## src/rtl/camera_pkg.sv

```systemverilog
// camera_pkg
// Shared definitions for the camera exposure/readout sequencer:
//   - exposure time limits and reset value (ms)
//   - fixed readout slot length of the timer (counts)
//   - sequencer state encoding and the per-state control word decode

package camera_pkg;

  localparam int EXP_MIN   = 2;
  localparam int EXP_MAX   = 30;
  localparam int EXP_RST   = 2;
  localparam int READ_SLOT = 4;

  typedef enum logic [2:0] {
    ST_IDLE   = 3'd0,
    ST_ERASE  = 3'd1,
    ST_EXPOSE = 3'd2,
    ST_GAP1   = 3'd3,
    ST_READ1  = 3'd4,
    ST_CONV1  = 3'd5,
    ST_READ2  = 3'd6,
    ST_CONV2  = 3'd7
  } state_t;

  // Control word driven to the timer and pixel array.
  // nre_1/nre_2 are active-low, so their inactive value is 1.
  typedef struct packed {
    logic start;
    logic erase;
    logic expose;
    logic nre_1;
    logic nre_2;
    logic adc;
    logic busy;
  } ctrl_t;

  localparam ctrl_t CTRL_IDLE = '{start: 1'b0, erase: 1'b0, expose: 1'b0,
                                  nre_1: 1'b1, nre_2: 1'b1, adc: 1'b0,
                                  busy: 1'b0};

  function automatic ctrl_t decode_state(input state_t s);
    ctrl_t c;
    c      = CTRL_IDLE;
    c.busy = (s != ST_IDLE);
    case (s)
      ST_ERASE:  c.erase  = 1'b1;
      ST_EXPOSE: begin
        c.expose = 1'b1;
        c.start  = 1'b1;
      end
      ST_READ1:  begin
        c.nre_1 = 1'b0;
        c.start = 1'b1;
      end
      ST_CONV1:  begin
        c.nre_1 = 1'b0;
        c.adc   = 1'b1;
      end
      ST_READ2:  begin
        c.nre_2 = 1'b0;
        c.start = 1'b1;
      end
      ST_CONV2:  begin
        c.nre_2 = 1'b0;
        c.adc   = 1'b1;
      end
      default:   c = c;  // IDLE and GAP1 keep the inactive values
    endcase
    return c;
  endfunction

endpackage

```

## src/rtl/exp_time_adjust.sv

```systemverilog
// exp_time_adjust
// Rising-edge detection on the two exposure buttons and the saturating
// up/down exposure time register.
// Ports:
//   clk      in   system clock
//   rst_n    in   asynchronous active-low reset
//   enable   in   adjustments accepted only while high (sequencer idle)
//   increase in   button level; rising edge adds 1 (saturates at EXP_MAX)
//   decrease in   button level; rising edge subtracts 1 (saturates at EXP_MIN)
//   exp_time out  current exposure time

module exp_time_adjust
  import camera_pkg::*;
#(
  parameter int EXP_W = 5
) (
  input  logic             clk,
  input  logic             rst_n,
  input  logic             enable,
  input  logic             increase,
  input  logic             decrease,
  output logic [EXP_W-1:0] exp_time
);

  localparam logic [EXP_W-1:0] MIN_V = EXP_W'(EXP_MIN);
  localparam logic [EXP_W-1:0] MAX_V = EXP_W'(EXP_MAX);
  localparam logic [EXP_W-1:0] RST_V = EXP_W'(EXP_RST);
  localparam logic [EXP_W-1:0] ONE_V = EXP_W'(1);

  logic inc_q;
  logic dec_q;
  logic inc_edge;
  logic dec_edge;

  assign inc_edge = increase & ~inc_q;
  assign dec_edge = decrease & ~dec_q;

  // Edges arriving while disabled are consumed by the history flops and
  // therefore discarded rather than queued.
  always_ff @(posedge clk or negedge rst_n) begin
    if (!rst_n) begin
      inc_q    <= 1'b0;
      dec_q    <= 1'b0;
      exp_time <= RST_V;
    end else begin
      inc_q <= increase;
      dec_q <= decrease;
      if (enable && inc_edge && !dec_edge && (exp_time != MAX_V)) begin
        exp_time <= exp_time + ONE_V;
      end else if (enable && dec_edge && !inc_edge && (exp_time != MIN_V)) begin
        exp_time <= exp_time - ONE_V;
      end
    end
  end

endmodule

```

## src/rtl/exposure_controller.sv

```systemverilog
// exposure_controller
// Sequences one capture: erase, expose (timed by Ovf5), then two row
// readouts (each timed by Ovf4) followed by an ADC strobe.
// Ports:
//   Clk           in   system clock
//   Reset         in   asynchronous active-low reset
//   Init          in   capture request level (rising edge starts a capture)
//   Exp_increase  in   exposure +1 button level
//   Exp_decrease  in   exposure -1 button level
//   Ovf5          in   timer: exposure interval elapsed
//   Ovf4          in   timer: readout slot elapsed
//   Start         out  timer enable (0 clears the timer)
//   Exp_Time      out  current exposure time to the timer
//   Erase         out  pixel erase strobe
//   Expose        out  pixel integrate enable
//   NRE_1, NRE_2  out  active-low row-read enables
//   ADC           out  ADC convert strobe
//   Busy          out  high whenever not idle
//   state_dbg     out  current sequencer state

module exposure_controller
  import camera_pkg::*;
#(
  parameter int EXP_W = 5
) (
  input  logic             Clk,
  input  logic             Reset,
  input  logic             Init,
  input  logic             Exp_increase,
  input  logic             Exp_decrease,
  input  logic             Ovf5,
  input  logic             Ovf4,
  output logic             Start,
  output logic [EXP_W-1:0] Exp_Time,
  output logic             Erase,
  output logic             Expose,
  output logic             NRE_1,
  output logic             NRE_2,
  output logic             ADC,
  output logic             Busy,
  output state_t           state_dbg
);

  state_t state;
  state_t state_nxt;
  ctrl_t  ctrl;
  logic   init_q;
  logic   init_edge;
  logic   adj_en;

  assign init_edge = Init & ~init_q;
  // A capture request wins over adjust edges arriving in the same cycle.
  assign adj_en    = (state == ST_IDLE) && !init_edge;

  exp_time_adjust #(
    .EXP_W (EXP_W)
  ) u_exp_time_adjust (
    .clk      (Clk),
    .rst_n    (Reset),
    .enable   (adj_en),
    .increase (Exp_increase),
    .decrease (Exp_decrease),
    .exp_time (Exp_Time)
  );

  always_comb begin
    state_nxt = state;
    case (state)
      ST_IDLE:   if (init_edge) state_nxt = ST_ERASE;
      ST_ERASE:  state_nxt = ST_EXPOSE;
      ST_EXPOSE: if (Ovf5) state_nxt = ST_GAP1;
      ST_GAP1:   state_nxt = ST_READ1;
      ST_READ1:  if (Ovf4) state_nxt = ST_CONV1;
      ST_CONV1:  state_nxt = ST_READ2;
      ST_READ2:  if (Ovf4) state_nxt = ST_CONV2;
      ST_CONV2:  state_nxt = ST_IDLE;
      default:   state_nxt = ST_IDLE;
    endcase
  end

  // The control word is registered from the next state so every output
  // comes straight off a flop and tracks the state register exactly.
  always_ff @(posedge Clk or negedge Reset) begin
    if (!Reset) begin
      state  <= ST_IDLE;
      init_q <= 1'b0;
      ctrl   <= CTRL_IDLE;
    end else begin
      state  <= state_nxt;
      init_q <= Init;
      ctrl   <= decode_state(state_nxt);
    end
  end

  assign Start     = ctrl.start;
  assign Erase     = ctrl.erase;
  assign Expose    = ctrl.expose;
  assign NRE_1     = ctrl.nre_1;
  assign NRE_2     = ctrl.nre_2;
  assign ADC       = ctrl.adc;
  assign Busy      = ctrl.busy;
  assign state_dbg = state;

endmodule

```

## config.mk

```make
export PLATFORM = sky130hd
export DESIGN_NAME = exposure_controller
export DESIGN_NICKNAME = d
export VERILOG_FILES = /design/src/rtl/camera_pkg.sv /design/src/rtl/exp_time_adjust.sv /design/src/rtl/exposure_controller.sv
export SDC_FILE = /design/constraint.sdc
export NUM_CORES = 1
export LEC_CHECK = 0
export BUFFER_PORTS_ARGS = -buffer_cell sky130_fd_sc_hd__buf_2
export CAP_MARGIN = 20
export CORE_UTILIZATION = 35
export CTS_CLUSTER_SIZE = 12
export DETAILED_ROUTE_END_ITERATION = 8
export PLACE_DENSITY = 0.64
export SYNTH_ARGS = -nofsm -noshare
export SYNTH_HDL_FRONTEND = slang
export SYNTH_SLANG_ARGS = --single-unit
```

## constraint.sdc

```tcl
create_clock -name Clk -period 6 [get_ports Clk]
set_input_delay 1.2 -clock Clk [delete_from_list [all_inputs] [get_ports Clk]]
set_output_delay 1.2 -clock Clk [all_outputs]
set_load 0.02 [all_outputs]
```

# Word level (Yosys, flattened, before mapping)
# Cells that the tools add are included.
# W data, S select, Z words.
[word_totals]
register_bits = 18
inputBits = 7
wordCells = 65
[op_classes]
addsub = 2
eq_ne = 15
mux = 13
bitwise = 6
n_reduce_logical = 17
[ops]
columns = ["op", "n"]
rows = [
  ["$eq A3 B3 Y1 const B", 8],
  ["$pmux W3 S8", 1],
  ["$mux W3", 4],
  ["$mux W5", 2],
  ["$eq A3 B2 Y1 const B", 3],
  ["$logic_and A1 B1 Y1", 7],
  ["$eq A3 B1 Y1 const B", 2],
  ["$mux W1", 6],
  ["$reduce_or A2 Y1", 3],
  ["$add A5 B1 Y5 const B", 1],
  ["$ne A5 B2 Y1 const B", 1],
  ["$ne A5 B5 Y1 const B", 1],
  ["$sub A5 B1 Y5 const B", 1],
  ["$and A1 B1 Y1", 3],
  ["$logic_not A1 Y1", 3],
  ["$logic_not A3 Y1", 1],
  ["$not A1 Y1", 3],
  ["$reduce_bool A3 Y1", 1],
  ["$reduce_or A3 Y1", 1],
  ["$reduce_bool A2 Y1", 1],
]

# Logic depth before layout (Yosys ltp)
[depth]
ltp_word = 9
mapped_depth = 10
mapped_depth_nobuf = 10

# By module
# From an unflattened synthesis, not the netlist that was laid out.
[hier_totals]
hier_cells = 73
hier_area_um2 = 920.9
[modules_own_cells]
columns = ["mod", "n_inst", "cells_each", "area_each_um2", "seq_area_each_um2"]
rows = [
  ["exposure_controller", 1, 35, 464.2, 277.8],
  ["exp_time_adjust", 1, 38, 456.7, 176.4],
]

# Worst setup path before layout
# Ideal clock, no wire load.
[synth_path]
path_kind = "input-to-reg"
startpoint = "input Init"
endpoint = "register u_exp_time_adjust.exp_time[4]"
setup_ns = 0.131
arrival_time_ns = 2.847
t_required_ns = 5.869
setup_slack_ns = 3.022
cell_stages = 8
path_buffers = 0
cell_sequence = "and2b_1 nor2_1 nand2_1 fa_1 a21o_1 a2111oi_0 a22oi_1 xnor2_1"
[synth_via]
elab_chain_len = 7
[synth_rtl]
columns = ["element", "line_no", "text"]
rows = [
  ["from (decl)", "exposure_controller.sv:28", "input logic Init,"],
  ["$and A1 B1 Y1 (*)", "exposure_controller.sv:51", "assign init_edge = Init & ~init_q;"],
  ["$logic_not A1 Y1 (*)", "exposure_controller.sv:53", "assign adj_en = (state == ST_IDLE) && !init_edge;"],
  ["$logic_and A1 B1 Y1 (*)", "exposure_controller.sv:53", ""],
  ["$logic_and A1 B1 Y1, on equally long branches (3 in series)", "exp_time_adjust.sv:48, exp_time_adjust.sv:50", ""],
  ["$mux W5 or $reduce_bool A2 Y1 (tied branches)", "--", ""],
  ["to (signal assigned)", "exp_time_adjust.sv:49", "exp_time <= exp_time + ONE_V;"],
  ["to (signal assigned)", "exp_time_adjust.sv:51", "exp_time <= exp_time - ONE_V;"],
  ["to (decl)", "exp_time_adjust.sv:22", "output logic [EXP_W-1:0] exp_time"],
]
# Mark *: on every way between the ends. The rest lies on a longest branch, timed or not.
# A chain may end at the register's enable or synchronous reset.

# Worst setup path after layout
# Ends and elaborated chain as after synthesis.

==> results.sh <==
export IMPL_outcome="complete, no violations"
export IMPL_ys_top_cells_by_area="dfrtp_1, ha_1, dfstp_2, mux2_2, a2111oi_4"
export IMPL_arrival_ns=3.17
export IMPL_yosysMostFrequentCell="dfrtp_1"
export IMPL_crit_chain="buf_2 > and2b_1 > nor2_1 > nand2_1 > fa_1 > a21o_1 > a2111oi_0 > a22oi_1 > xnor2_1"
export IMPL_ys_ff_latch=18
export IMPL_power_frac_seq_pct=33.3
export IMPL_syn_area_per_cell_sq_um=12.09
export IMPL_ys_flop_type="dfrtp_1"
export IMPL_crit_required_ns=6.19
export IMPL_dp_worst_setup_slack_ns=2.717
export IMPL_cts_sinks=18
export IMPL_period_minus_slack_ns=2.979
export IMPL_cts_setup_buffers=0
export IMPL_antenna_cells=0
export IMPL_reg2reg_to="u_exp_time_adjust.exp_time[4]$_DFFE_PN0P_"
export IMPL_synth_top_area_share_pct=39.79
export IMPL_power_switching_mw=0.3001
export IMPL_num_io_pins=22
export IMPL_multiInputGateArea_sq_um=474.2
export IMPL_vdd_drop_max_v=0.0003308
export IMPL_hold_viol_final=0
export IMPL_p_int_mw=0.3732
export IMPL_drt_iter0_markers=4
export IMPL_netlist_top_cells_count="dfrtp_1, ha_1, nand2b_1, nor2b_1"
export IMPL_seq_area_frac_synth_pct=48.14
export IMPL_p_per_area_nw_per_um2=599.9
export IMPL_synth_cell_types=33
export IMPL_drive_above_1_share_pct=34.95
export IMPL_rsz0062_at_grt="false"
export IMPL_die_w_um=53.92
export IMPL_wl_um=1675
export IMPL_post_cts_resized=0
export IMPL_core_area_sq_um=2522
export IMPL_netSwitchingFraction_pct=44.57
export IMPL_antenna_found_initial=0
export IMPL_synth_edff_count=0
export IMPL_relSlewSlack_pct=72.70
export IMPL_criticalPathCategory="input pin to register"
export IMPL_hold_path_depth=1
export IMPL_combPwrFrac_pct=55.7
export IMPL_fin_util_pct=44.49
export IMPL_initial_core_util_pct=37.40
export IMPL_fillers=251
export IMPL_cts_hold_buf=0
export IMPL_regArea_sq_um=454.2
export IMPL_areaGrowthSynthToFinish_pct=18.97
export IMPL_rr_startpoint="state_dbg[0]$_DFF_PN0_"
export IMPL_clk_pin_slew_ns=0.11
export IMPL_syn_inst=78
export IMPL_grt_first_pass_wirelength_um=2732
export IMPL_final_area_sq_um=1122
export IMPL_insertion_delay_ns=0.30
export IMPL_drc=0
export IMPL_root_buffer="clkbuf_4"
export IMPL_grt_max_degree=19
export IMPL_clock_path_buffers=2
export IMPL_track_usage_pct=13.54
export IMPL_crit_path_max_incr_delay_ns=0.45
export IMPL_synthesis_nets=93
export IMPL_async_flop_share_pct=100.0
export IMPL_gp_congestion=0.8640
export IMPL_fmax_mhz=335.7
export IMPL_via_count=669
export IMPL_max_cap_viol_count=0
export IMPL_hpwl_um=1274
export IMPL_crit_path_end_kind="register"
export IMPL_yosysWarnings=0
export IMPL_die_y_um=53.92
export IMPL_totalPowerFinal_mw=0.6733
export IMPL_detail_route_wl_per_cell_um=12.59
export IMPL_netlist_area_sq_um=943.4
export IMPL_fin_crit_sh_pct=49.65
export IMPL_yosysTopAreaCell="dfrtp_1"
export IMPL_viasPerCell=5.030
export IMPL_setup_tns_ns=0
export IMPL_setup_viol=0
export IMPL_fin_ws_ns=3.021
export IMPL_cts_tree="yes"
export IMPL_cts_buffers=3
export IMPL_cts_max_level=1
export IMPL_reg2reg_depth=10
export IMPL_rows=18
export IMPL_cp_slowest_cell="fa_1"
export IMPL_cp_max_fo=6
export IMPL_tightest_slew_ns=0.3992
export IMPL_final_nets=119
export IMPL_pwr_share_clk_pct=11.1
export IMPL_grt_overflow_total=0
export IMPL_dpl_cell_area_sq_um=1086
export IMPL_start_kind="input pin"
export IMPL_io_buffers=21
export IMPL_min_to="u_exp_time_adjust.exp_time[4]$_DFFE_PN0P_"
export IMPL_dr_pass1_iters=2
export IMPL_cellLeakagePower_nw=0.5221
export IMPL_hold_path_class="register to register"
export IMPL_worstHoldStart="u_exp_time_adjust.exp_time[4]$_DFFE_PN0P_"
export IMPL_skew_ns=0.01262
export IMPL_final_antenna_net_count=0
export IMPL_grt_pass1_vias=663
export IMPL_die_area_sq_um=2907
export IMPL_drv_slew=0
export IMPL_r2r_slack_ns=3.31
export IMPL_critical_path_startpoint="Init"
[critical path, delay by kind of cell]
kind	cells	cell delay, ns
fa+ha+maj	1	0.45
xor+xnor	1	0.15
buf+inv	1	0.10
simple gates	3	0.53
compound gates	3	0.74
[power groups by stage]
stage	clock network, mW	registers (mW)	logic [mW]
finish	0.0745	0.224	0.375
global route	0.0827	0.231	0.414
CTS	0.0783	0.225	0.379
detailed placement	0	0.226	0.378
global placement	0	0.226	0.370
floorplan	0	0.275	0.231
[metal layers]
metal  part of all wire [%]  track usage [%]  vias up
met5                      0                0        -
met4                      0            2.632        0
met3                    6.3            5.932        0
met2                     49            23.87       20
met1                     45            14.96      322
li1                       -                -      327
[registers in the layout, summed over array words and instances, names as in the netlist]
register and flops:
u_exp_time_adjust.dec_q 1, Erase 1, Start 1, init_q 1, NRE_2 1, u_exp_time_adjust.inc_q 1
state_dbg 3, Expose 1, Busy 1, u_exp_time_adjust.exp_time 5, ADC 1, NRE_1 1
[placed cells by master (no fill, tap or decap), types with 2 or more instances in the layout]
cell and n:
clkbuf_4 3, nand2b_1 4, a211oi_1 2, xor2_1 2, buf_2 21, nor3_1 2
inv_1 3, ha_1 7, xnor2_1 2, o21ai_1 2, mux2_2 3, nand2_1 2
o21a_1 2, a21o_1 2, nor2_1 2, nand3_1 2, dfstp_2 3, o21ai_0 2
a21oi_1 3, dfrtp_1 15, nor2b_1 4
[metrics by stage]
| stage | std cells | hold WS, ns |
|---|---|---|
| after global routing | 133 | 0.5462 |
| after global placement | 129 | 0.5053 |
| after CTS | 133 | 0.5289 |
| after floorplan | 78 | 0.6197 |
| final | 133 | 0.5360 |
| after detailed placement | 129 | 0.5074 |
[layout make-up]
| class | instances | area share, % |
|---|---|---|
| clock buffer | 4 | 3.233 |
| multi-input combinational | 56 | 42.25 |
| timing repair buffer | 21 | 9.365 |
| tap | 30 | 3.344 |
| sequential | 18 | 40.47 |
| inverter | 4 | 1.338 |
[worst max path at each step]
stage                                           endpoint  depth (start not counted)
6_report       u_exp_time_adjust.exp_time[4]$_DFFE_PN0P_                          9
5_1_grt        u_exp_time_adjust.exp_time[4]$_DFFE_PN0P_                          9
4_1_cts        u_exp_time_adjust.exp_time[4]$_DFFE_PN0P_                          9
3_5_place_dp   u_exp_time_adjust.exp_time[4]$_DFFE_PN0P_                          9
3_3_place_gp   u_exp_time_adjust.exp_time[4]$_DFFE_PN0P_                          9
2_1_floorplan  u_exp_time_adjust.exp_time[4]$_DFFE_PN0P_                          8
[logic make-up (layout without fill, tap and decap cells)]
logic type	count (synthesis)	in the layout	synth area share [%]
flip-flops	18	18	48.14
adder cells (fa/ha/maj)	8	8	11.41
AO/OA/AOI/OAI	18	18	15.12
AND/OR/NAND/NOR	22	22	14.06
multiplexers	4	4	5.968
XOR/XNOR	4	4	3.714
buffers and inverters	4	29	1.591
Power figures use the tool's default switching activity.
